===== src/rtl/core_pkg.sv =====
// Shared EX-stage encodings: ALU ops, flag-update modes, forwarding selects, flag bit layout.
// Pure declarations; no logic, latency or backpressure of its own.
package core_pkg;

  localparam logic [3:0] OP_ADD  = 4'd0;
  localparam logic [3:0] OP_SUB  = 4'd1;
  localparam logic [3:0] OP_AND  = 4'd2;
  localparam logic [3:0] OP_NOR  = 4'd3;
  localparam logic [3:0] OP_SLL  = 4'd4;
  localparam logic [3:0] OP_SRL  = 4'd5;
  localparam logic [3:0] OP_SRA  = 4'd6;
  localparam logic [3:0] OP_PASS = 4'd7;
  localparam logic [3:0] OP_MUL  = 4'd8;

  localparam logic [1:0] FM_NONE = 2'b00;
  localparam logic [1:0] FM_Z    = 2'b01;
  localparam logic [1:0] FM_NVZ  = 2'b10;
  localparam logic [1:0] FM_ADDZ = 2'b11;

  localparam logic [1:0] FWD_REG     = 2'b00;
  localparam logic [1:0] FWD_MEM     = 2'b01;
  localparam logic [1:0] FWD_WB      = 2'b10;
  localparam logic [1:0] FWD_REG_ALT = 2'b11;

  localparam int FLAG_Z = 2;
  localparam int FLAG_V = 1;
  localparam int FLAG_N = 0;

  typedef struct packed {
    logic z;
    logic v;
    logic n;
  } flags_t;

endpackage


===== src/rtl/ex_stage_mc_if.sv =====
// ex_stage_mc_if: ID/EX-side inputs and EX/MEM-side outputs of the execute stage.
// Combinational bundle; stall_in throttles EX from downstream, ex_busy throttles the front end.
interface ex_stage_mc_if #(
  parameter int DW     = 16,
  parameter int IMM_W  = 8,
  parameter int JOFF_W = 12,
  parameter int SHW    = 4
);
  logic              stall_in;
  logic              valid_in;
  logic [3:0]        alu_op;
  logic [1:0]        src0_sel;
  logic [1:0]        src1_sel;
  logic              alu_src;
  logic [IMM_W-1:0]  imm;
  logic [SHW-1:0]    shamt;
  logic [JOFF_W-1:0] jump_offset;
  logic [DW-1:0]     p0_data;
  logic [DW-1:0]     p1_data;
  logic [DW-1:0]     mem_fwd;
  logic [DW-1:0]     wb_fwd;
  logic [DW-1:0]     pc_plus_one;
  logic              jump_from_reg;
  logic              is_jal;
  logic              reg_write_in;
  logic [1:0]        flag_mode;
  logic [DW-1:0]     result;
  logic [DW-1:0]     data_mem_data;
  logic [DW-1:0]     jump_addr;
  logic [2:0]        flags;
  logic              reg_write_out;
  logic              result_valid;
  logic              ex_busy;

  modport master (
    output stall_in, valid_in, alu_op, src0_sel, src1_sel, alu_src, imm, shamt,
           jump_offset, p0_data, p1_data, mem_fwd, wb_fwd, pc_plus_one,
           jump_from_reg, is_jal, reg_write_in, flag_mode,
    input  result, data_mem_data, jump_addr, flags, reg_write_out, result_valid, ex_busy
  );

  modport slave (
    input  stall_in, valid_in, alu_op, src0_sel, src1_sel, alu_src, imm, shamt,
           jump_offset, p0_data, p1_data, mem_fwd, wb_fwd, pc_plus_one,
           jump_from_reg, is_jal, reg_write_in, flag_mode,
    output result, data_mem_data, jump_addr, flags, reg_write_out, result_valid, ex_busy
  );
endinterface


===== src/rtl/ex_mul_iter.sv =====
// ex_mul_iter: iterative shift-add multiplier, IDLE->BUSY (DW steps)->DONE; product ready DW+1 cycles after start.
// stall_in only holds DONE; stepping in BUSY never pauses, busy covers the start cycle and BUSY.
module ex_mul_iter #(
  parameter int DW = 16
) (
  input  logic          clk,
  input  logic          rst,
  input  logic          start,
  input  logic          stall_in,
  input  logic [DW-1:0] a,
  input  logic [DW-1:0] b,
  input  logic          rw_in,
  input  logic [1:0]    mode_in,
  output logic          busy,
  output logic          done,
  output logic [DW-1:0] product,
  output logic          rw,
  output logic [1:0]    mode
);
  localparam int CW = $clog2(DW + 1);

  localparam logic [1:0] ST_IDLE = 2'd0;
  localparam logic [1:0] ST_BUSY = 2'd1;
  localparam logic [1:0] ST_DONE = 2'd2;

  logic [1:0]    state_q, state_d;
  logic [CW-1:0] cnt_q, cnt_d;
  logic [DW-1:0] mcand_q, mcand_d;
  logic [DW-1:0] mplier_q, mplier_d;
  logic [DW-1:0] acc_q, acc_d;
  logic          rw_q, rw_d;
  logic [1:0]    mode_q, mode_d;

  always_comb begin
    state_d  = state_q;
    cnt_d    = cnt_q;
    mcand_d  = mcand_q;
    mplier_d = mplier_q;
    acc_d    = acc_q;
    rw_d     = rw_q;
    mode_d   = mode_q;
    case (state_q)
      ST_IDLE: begin
        if (start) begin
          state_d  = ST_BUSY;
          cnt_d    = '0;
          mcand_d  = a;
          mplier_d = b;
          acc_d    = '0;
          rw_d     = rw_in;
          mode_d   = mode_in;
        end
      end
      ST_BUSY: begin
        // Product only needs the low DW bits, so the multiplicand simply shifts out the top.
        if (mplier_q[0]) begin
          acc_d = acc_q + mcand_q;
        end
        mcand_d  = mcand_q << 1;
        mplier_d = mplier_q >> 1;
        cnt_d    = cnt_q + CW'(1);
        if (cnt_q == CW'(DW - 1)) begin
          state_d = ST_DONE;
        end
      end
      ST_DONE: begin
        if (!stall_in) begin
          state_d = ST_IDLE;
        end
      end
      default: state_d = ST_IDLE;
    endcase
  end

  always_ff @(posedge clk) begin
    if (rst) begin
      state_q  <= ST_IDLE;
      cnt_q    <= '0;
      mcand_q  <= '0;
      mplier_q <= '0;
      acc_q    <= '0;
      rw_q     <= 1'b0;
      mode_q   <= 2'b00;
    end else begin
      state_q  <= state_d;
      cnt_q    <= cnt_d;
      mcand_q  <= mcand_d;
      mplier_q <= mplier_d;
      acc_q    <= acc_d;
      rw_q     <= rw_d;
      mode_q   <= mode_d;
    end
  end

  assign busy    = ((state_q == ST_IDLE) && start) || (state_q == ST_BUSY);
  assign done    = (state_q == ST_DONE);
  assign product = acc_q;
  assign rw      = rw_q;
  assign mode    = mode_q;
endmodule


===== src/rtl/ex_stage_mc.sv =====
// ex_stage_mc: forwarding, ALU, Z/V/N flags, jump target; single-cycle ops are combinational, MUL takes DW+2 cycles.
// Optional multiplier under `define EX_MUL_EN; ex_busy stalls the front end, stall_in freezes flags and holds DONE.
module ex_stage_mc
  import core_pkg::*;
#(
  parameter int DW     = 16,
  parameter int IMM_W  = 8,
  parameter int JOFF_W = 12,
  parameter int SHW    = 4
) (
  input logic          clk,
  input logic          rst,
  ex_stage_mc_if.slave ex
);
  logic [DW-1:0]     fwd_src0, fwd_src1, alu_b, alu_res, res_val;
  logic [IMM_W-1:0]  imm_raw;
  logic [JOFF_W-1:0] joff_raw;
  logic [SHW-1:0]    shamt;
  logic [DW-1:0]     joff_ext;
  logic              shift_oob, alu_v, res_ovf, res_vld, commit, is_mul, cur_rw;
  logic [1:0]        cur_mode;
  flags_t            flags_q, flags_d;
  logic              mul_busy, mul_done, mul_rw;
  logic [DW-1:0]     mul_prod;
  logic [1:0]        mul_mode;

  function automatic logic [DW-1:0] fwd_pick(input logic [1:0] sel, input logic [DW-1:0] reg_v,
                                             input logic [DW-1:0] mem_v, input logic [DW-1:0] wb_v);
    case (sel)
      FWD_MEM: return mem_v;
      FWD_WB:  return wb_v;
      default: return reg_v;
    endcase
  endfunction

  assign imm_raw   = ex.imm;
  assign joff_raw  = ex.jump_offset;
  assign shamt     = ex.shamt;
  assign joff_ext  = DW'($signed(joff_raw));
  assign fwd_src0  = fwd_pick(ex.src0_sel, ex.p0_data, ex.mem_fwd, ex.wb_fwd);
  assign fwd_src1  = fwd_pick(ex.src1_sel, ex.p1_data, ex.mem_fwd, ex.wb_fwd);
  assign alu_b     = ex.alu_src ? DW'(imm_raw) : fwd_src1;
  assign shift_oob = (32'(shamt) >= DW);
  assign is_mul    = (ex.alu_op == OP_MUL);

  always_comb begin
    alu_res = '0;
    alu_v   = 1'b0;
    case (ex.alu_op)
      OP_ADD: begin
        alu_res = fwd_src0 + alu_b;
        alu_v   = (fwd_src0[DW-1] == alu_b[DW-1]) && (alu_res[DW-1] != fwd_src0[DW-1]);
      end
      OP_SUB: begin
        alu_res = fwd_src0 - alu_b;
        alu_v   = (fwd_src0[DW-1] != alu_b[DW-1]) && (alu_res[DW-1] != fwd_src0[DW-1]);
      end
      OP_AND:  alu_res = fwd_src0 & alu_b;
      OP_NOR:  alu_res = ~(fwd_src0 | alu_b);
      OP_SLL:  alu_res = shift_oob ? '0 : (fwd_src0 << shamt);
      OP_SRL:  alu_res = shift_oob ? '0 : (fwd_src0 >> shamt);
      OP_SRA:  alu_res = shift_oob ? '0 : $unsigned($signed(fwd_src0) >>> shamt);
      OP_PASS: alu_res = alu_b;
      default: alu_res = '0;
    endcase
  end

`ifdef EX_MUL_EN
  ex_mul_iter #(.DW(DW)) u_mul (
    .clk      (clk),
    .rst      (rst),
    .start    (ex.valid_in && is_mul && !ex.stall_in),
    .stall_in (ex.stall_in),
    .a        (fwd_src0),
    .b        (alu_b),
    .rw_in    (ex.reg_write_in),
    .mode_in  (ex.flag_mode),
    .busy     (mul_busy),
    .done     (mul_done),
    .product  (mul_prod),
    .rw       (mul_rw),
    .mode     (mul_mode)
  );
`else
  assign mul_busy = 1'b0;
  assign mul_done = 1'b0;
  assign mul_prod = '0;
  assign mul_rw   = 1'b0;
  assign mul_mode = FM_NONE;
`endif

  // DONE wins over whatever sits on the inputs: the MUL is still held in ID/EX during DONE.
  always_comb begin
    if (mul_done) begin
      res_val  = mul_prod;
      res_ovf  = 1'b0;
      cur_mode = mul_mode;
      cur_rw   = mul_rw;
      res_vld  = 1'b1;
      commit   = !ex.stall_in;
    end else begin
      res_val  = ex.is_jal ? ex.pc_plus_one : alu_res;
      res_ovf  = alu_v;
      cur_mode = ex.flag_mode;
      cur_rw   = ex.reg_write_in && !is_mul;
      res_vld  = ex.valid_in && !is_mul;
      commit   = ex.valid_in && !is_mul && !ex.stall_in && !mul_busy;
    end
    flags_d = flags_q;
    if (commit) begin
      case (cur_mode)
        FM_Z: flags_d.z = (res_val == '0);
        FM_NVZ, FM_ADDZ: begin
          flags_d.z = (res_val == '0);
          flags_d.v = res_ovf;
          flags_d.n = res_val[DW-1];
        end
        default: flags_d = flags_q;
      endcase
    end
  end

  always_ff @(posedge clk) begin
    if (rst) begin
      flags_q <= '0;
    end else begin
      flags_q <= flags_d;
    end
  end

  assign ex.result        = res_val;
  assign ex.result_valid  = res_vld;
  assign ex.reg_write_out = (cur_mode == FM_ADDZ) ? (cur_rw && flags_q.z) : cur_rw;
  assign ex.data_mem_data = fwd_src1;
  assign ex.jump_addr     = ex.jump_from_reg ? fwd_src0 : (ex.pc_plus_one + joff_ext);
  assign ex.flags         = flags_q;
  assign ex.ex_busy       = mul_busy;
endmodule

===== src/flat_wrapper.sv =====
// flat-port wrapper written by rule: the top's interface ports become plain ports
module ex_stage_mc_flat import core_pkg::*;
#(
  parameter int DW     = 16,
  parameter int IMM_W  = 8,
  parameter int JOFF_W = 12,
  parameter int SHW    = 4
)
  (clk, rst, ex_stall_in, ex_valid_in, ex_alu_op, ex_src0_sel, ex_src1_sel, ex_alu_src, ex_imm, ex_shamt, ex_jump_offset, ex_p0_data, ex_p1_data, ex_mem_fwd, ex_wb_fwd, ex_pc_plus_one, ex_jump_from_reg, ex_is_jal, ex_reg_write_in, ex_flag_mode, ex_result, ex_data_mem_data, ex_jump_addr, ex_flags, ex_reg_write_out, ex_result_valid, ex_ex_busy);
  ex_stage_mc_if #(.DW(DW), .IMM_W(IMM_W), .JOFF_W(JOFF_W), .SHW(SHW)) ex_i ();
  input logic clk;
  input logic rst;
  input wire logic [$bits(ex_i.stall_in)-1:0] ex_stall_in;
  input wire logic [$bits(ex_i.valid_in)-1:0] ex_valid_in;
  input wire logic [$bits(ex_i.alu_op)-1:0] ex_alu_op;
  input wire logic [$bits(ex_i.src0_sel)-1:0] ex_src0_sel;
  input wire logic [$bits(ex_i.src1_sel)-1:0] ex_src1_sel;
  input wire logic [$bits(ex_i.alu_src)-1:0] ex_alu_src;
  input wire logic [$bits(ex_i.imm)-1:0] ex_imm;
  input wire logic [$bits(ex_i.shamt)-1:0] ex_shamt;
  input wire logic [$bits(ex_i.jump_offset)-1:0] ex_jump_offset;
  input wire logic [$bits(ex_i.p0_data)-1:0] ex_p0_data;
  input wire logic [$bits(ex_i.p1_data)-1:0] ex_p1_data;
  input wire logic [$bits(ex_i.mem_fwd)-1:0] ex_mem_fwd;
  input wire logic [$bits(ex_i.wb_fwd)-1:0] ex_wb_fwd;
  input wire logic [$bits(ex_i.pc_plus_one)-1:0] ex_pc_plus_one;
  input wire logic [$bits(ex_i.jump_from_reg)-1:0] ex_jump_from_reg;
  input wire logic [$bits(ex_i.is_jal)-1:0] ex_is_jal;
  input wire logic [$bits(ex_i.reg_write_in)-1:0] ex_reg_write_in;
  input wire logic [$bits(ex_i.flag_mode)-1:0] ex_flag_mode;
  output wire logic [$bits(ex_i.result)-1:0] ex_result;
  output wire logic [$bits(ex_i.data_mem_data)-1:0] ex_data_mem_data;
  output wire logic [$bits(ex_i.jump_addr)-1:0] ex_jump_addr;
  output wire logic [$bits(ex_i.flags)-1:0] ex_flags;
  output wire logic [$bits(ex_i.reg_write_out)-1:0] ex_reg_write_out;
  output wire logic [$bits(ex_i.result_valid)-1:0] ex_result_valid;
  output wire logic [$bits(ex_i.ex_busy)-1:0] ex_ex_busy;
  assign ex_i.stall_in = ex_stall_in;
  assign ex_i.valid_in = ex_valid_in;
  assign ex_i.alu_op = ex_alu_op;
  assign ex_i.src0_sel = ex_src0_sel;
  assign ex_i.src1_sel = ex_src1_sel;
  assign ex_i.alu_src = ex_alu_src;
  assign ex_i.imm = ex_imm;
  assign ex_i.shamt = ex_shamt;
  assign ex_i.jump_offset = ex_jump_offset;
  assign ex_i.p0_data = ex_p0_data;
  assign ex_i.p1_data = ex_p1_data;
  assign ex_i.mem_fwd = ex_mem_fwd;
  assign ex_i.wb_fwd = ex_wb_fwd;
  assign ex_i.pc_plus_one = ex_pc_plus_one;
  assign ex_i.jump_from_reg = ex_jump_from_reg;
  assign ex_i.is_jal = ex_is_jal;
  assign ex_i.reg_write_in = ex_reg_write_in;
  assign ex_i.flag_mode = ex_flag_mode;
  assign ex_result = ex_i.result;
  assign ex_data_mem_data = ex_i.data_mem_data;
  assign ex_jump_addr = ex_i.jump_addr;
  assign ex_flags = ex_i.flags;
  assign ex_reg_write_out = ex_i.reg_write_out;
  assign ex_result_valid = ex_i.result_valid;
  assign ex_ex_busy = ex_i.ex_busy;
  ex_stage_mc #(.DW(DW), .IMM_W(IMM_W), .JOFF_W(JOFF_W), .SHW(SHW)) u_core (.clk(clk), .rst(rst), .ex(ex_i));
endmodule

===== config.mk =====
export PLATFORM = sky130hd
export DESIGN_NAME = ex_stage_mc_flat
export DESIGN_NICKNAME = d
export VERILOG_FILES = /design/src/rtl/core_pkg.sv /design/src/rtl/ex_stage_mc_if.sv /design/src/rtl/ex_mul_iter.sv /design/src/rtl/ex_stage_mc.sv /design/src/flat_wrapper.sv
export SDC_FILE = /design/constraint.sdc
export NUM_CORES = 1
export LEC_CHECK = 0
export ABC_AREA = 1
export ABC_CLOCK_PERIOD_IN_PS = 11100
export BUFFER_PORTS_ARGS = -buffer_cell sky130_fd_sc_hd__buf_2
export CAP_MARGIN = 25
export CORE_ASPECT_RATIO = 1.2
export CORE_MARGIN = 2
export CORE_UTILIZATION = 55
export DETAILED_ROUTE_END_ITERATION = 6
export GPL_TIMING_DRIVEN = 0
export PLACE_DENSITY_LB_ADDON = 0.3
export SLEW_MARGIN = 25
export SYNTH_ARGS = -nofsm -noshare
export SYNTH_HDL_FRONTEND = slang
export SYNTH_HIERARCHICAL = 1
export SYNTH_SLANG_ARGS = --single-unit

===== constraint.sdc =====
create_clock -name clk -period 11.1 [get_ports clk]
set_clock_uncertainty 0.05 [all_clocks]
set_input_delay 1.665 -clock clk [delete_from_list [all_inputs] [get_ports clk]]
set_output_delay 1.665 -clock clk [all_outputs]
set_load 0.02 [all_outputs]

==> results.toml <==
[outcome]
status = "complete, no violations"

[worst_setup_path]
path_common_cell = "buf_2"
reg2reg_to = "u_core/ex.flags[0]"
cp_max_fo = 10
arrival_ns = 5.35
reg2reg_slack_ns = 10.29
cpPeakStageDelay_ns = 0.47
crit_buf_inv = 7
worstPathRequired_ns = 9.39
cp-end-kind = "primary output"
criticalPathCategory = "in2out"
cpMaxStageDelayCell = "ha_1"
r2r_start = "u_core/ex.flags[0]"
path_cells = "buf_2 > inv_1 > ha_1 > buf_2 > buf_2 > a22o_1 > nand2_1 > o21a_1 > nand2_1 > o21ai_0 > ha_1 > inv_1 > o21ai_0 > nand3_1 > nand2_1 > xor2_1 > nor2_1 > nor2_1 > nand4_1 > a21boi_1 > inv_1 > buf_2"
reg2reg_depth = 4
cp-start-kind = "input pin"
crit_family = "compound AO/OA/AOI/OAI gates"

[timing]
setup_violations = 0
rsz0062_at_grt = "no"
max_freq_mhz = 142
period_minus_slack_ns = 7.06
slew_viol_final = 0
relSlewSlack_pct = 41.5
post-route-period-util_pct = 63.6
tns_ns = 0
hold_violations = 0
worst_pin_slew_ns = 0.869

[synthesis]
synth_top_area_share_pct = 22.3
synth_edf_count = 0
yosysUniqueCellTypes = 47
synthCells = 1282
synth-main-ff-cell = "dfxtp_1"
synth-seq-cells = 3
yosys_warnings = 6
yosysSeqAreaShare_pct = 0.914
yosysTopAreaCell = "nand2_1"
synth_area_sq_um = 6570
synthTopCellsByArea = "nand2_1, nand3_1, ha_1, inv_1, nor2_1"
syn-num-nets = 1474
ys_async_sr_fraction_pct = 0
avgSynthCellArea_sq_um = 5.13

[final_layout]
diodes = 0
instances_no_fill = 1612
nets = 1648
syn_to_final_growth_pct = 17.1
final_common_cell = "nand2_1"
largest_register_ffs = 3
layout_common_cells = "nand2_1, nand3_1, buf_2"
nFillCells = 1194
drive_gt1_share_pct = 19.0

[clock_tree]
cts_tree = "done"
cts_root_buffer = "clkbuf_16"
cts_made_buffers = 3
clock_latency_ns = 0.23
clkTransAtPathRegs_ns = 0.03
clockBufferDepth = 2
cts.sinks = 3
cts_setup_buffers = 0
htreeDepth = 1
holdBufCountCts = 0
cts_resized = 0

[pwr]
p_seq_share_pct = 1.8
comb_power_share_pct = 88.8
switchingPower_uw = 392
p_int_uw = 232
p_leak_uw = 0.00445
p_total_uw = 624
power_switching_share_pct = 62.8
power.density_nw_per_um2 = 81.1
ir_drop_mv = 0.0712
p_clk_share_pct = 9.3

[floorplan]
rows = 43
core_sq_um = 11600
io_pins = 176
die_h_microns = 124
die_w_microns = 104
dieArea_sq_um = 12800
initial_core_util_pct = 56.6

[global_route]
track_usage_pct = 41.8
antenna_found_initial = 0
grt_max_degree = 11
overflow = 0
grt_first_pass_wirelength_microns = 43000
grt_pass1_vias = 8596

[routing]
wl_per_cell_microns = 17.3
drt_iter0_drc = 1006
vias = 9350
via_per_inst = 5.80
route.detailed.drc = 0
ant_nets = 0
drtPass1Iterations = 6
wl_microns = 27900

[placement]
dp_hpwl_microns = 23500
io_buffers = 169
dp_cells = 1608
gp_congestion = 1.07

[min_path]
hold_end = "u_core/ex.flags[2]"
min_path_cells = 2
min-delay-start = "u_core/ex.flags[2]"
hp-class = "reg2reg"

[flow_run]
maxCapViolations = 0
[tightest hold or removal path, delay by kind of cell (launching register included)]
kind,cells,cell delay (ns)
AOI/OAI and AO/OA,1,0.05
DFF,1,0.32
and+or+nand+nor,1,0.08
[cell usage after synthesis (13+ instances only)]
cell      number
nand2_1      390
nand3_1      215
inv_1        153
nor2_1       101
o21ai_0       72
ha_1          67
a21oi_1       62
nand2_2       24
buf_2         23
nand3_2       15
clkbuf_1      13
nand4_1       13
[cell families (layout without fill, tap and decap cells)]
kind of cell             after synthesis  count (layout)  synth area share, %
AND/OR/NAND/NOR                      800             800                 54.8
buffers and inverters                215             388                 13.7
AO/OA/AOI/OAI                        179             179                 15.0
adder cells (fa/ha/maj)               70              70                 13.7
XOR/XNOR                              14              14                 1.87
flip-flops                             3               3                0.914
other                                  1               1               0.0570
[area by class of cell]
cell class,instances,area [sq um],area share (%)
Sequential cell,3,60.1,0.780
Tap cell,157,196,2.55
Multi-Input combinational cell,1064,5610,72.9
Buffer,51,287,3.72
Timing Repair Buffer,169,846,11.0
Inverter,164,616,8.00
Clock buffer,4,78.8,1.02
[power groups by stage]
stage	Clock [uW]	Combinational, uW	Sequential [uW]
3_3_place_gp	0	530	11.5
2_1_floorplan	0	373	12.0
6_report	58.2	554	11.4
4_1_cts	58.5	537	11.4
5_1_grt	59.3	611	11.4
3_5_place_dp	0	535	11.5
[through the flow]
step	hold slack, ns	util (%)	worst slack [ns]	instance area (sq um)
after floorplan	0.506	-	5.09	6570
after global placement	0.434	65.5	4.23	7620
after detailed placement	0.439	65.5	4.16	7620
after CTS	0.447	66.2	4.15	7690
after global routing	0.473	66.2	3.66	7690
final	0.454	66.2	4.04	7690
[worst max path at each step]
stage | start | to | slack (ns) | depth (start not counted)
after detailed placement | ex_src1_sel[1] | ex_result[2] | 4.16 | 23
after global routing | ex_src1_sel[1] | ex_result[11] | 3.66 | 27
after floorplan | ex_src1_sel[1] | ex_result[11] | 5.09 | 25
after global placement | ex_src1_sel[1] | ex_result[2] | 4.23 | 23
final | ex_src1_sel[1] | ex_result[5] | 4.04 | 22
after CTS | ex_src1_sel[1] | ex_result[2] | 4.15 | 23
[layer usage]
layer | global-route usage (%) | routed length (microns) | up-vias
met1 | 51.1 | 10600 | 4139
li1 | - | - | 4523
met4 | 23.5 | 1820 | 0
met3 | 4.08 | 2630 | 130
met5 | 0 | 0 | -
met2 | 72.5 | 12800 | 558
Power figures use the tool's default switching activity.
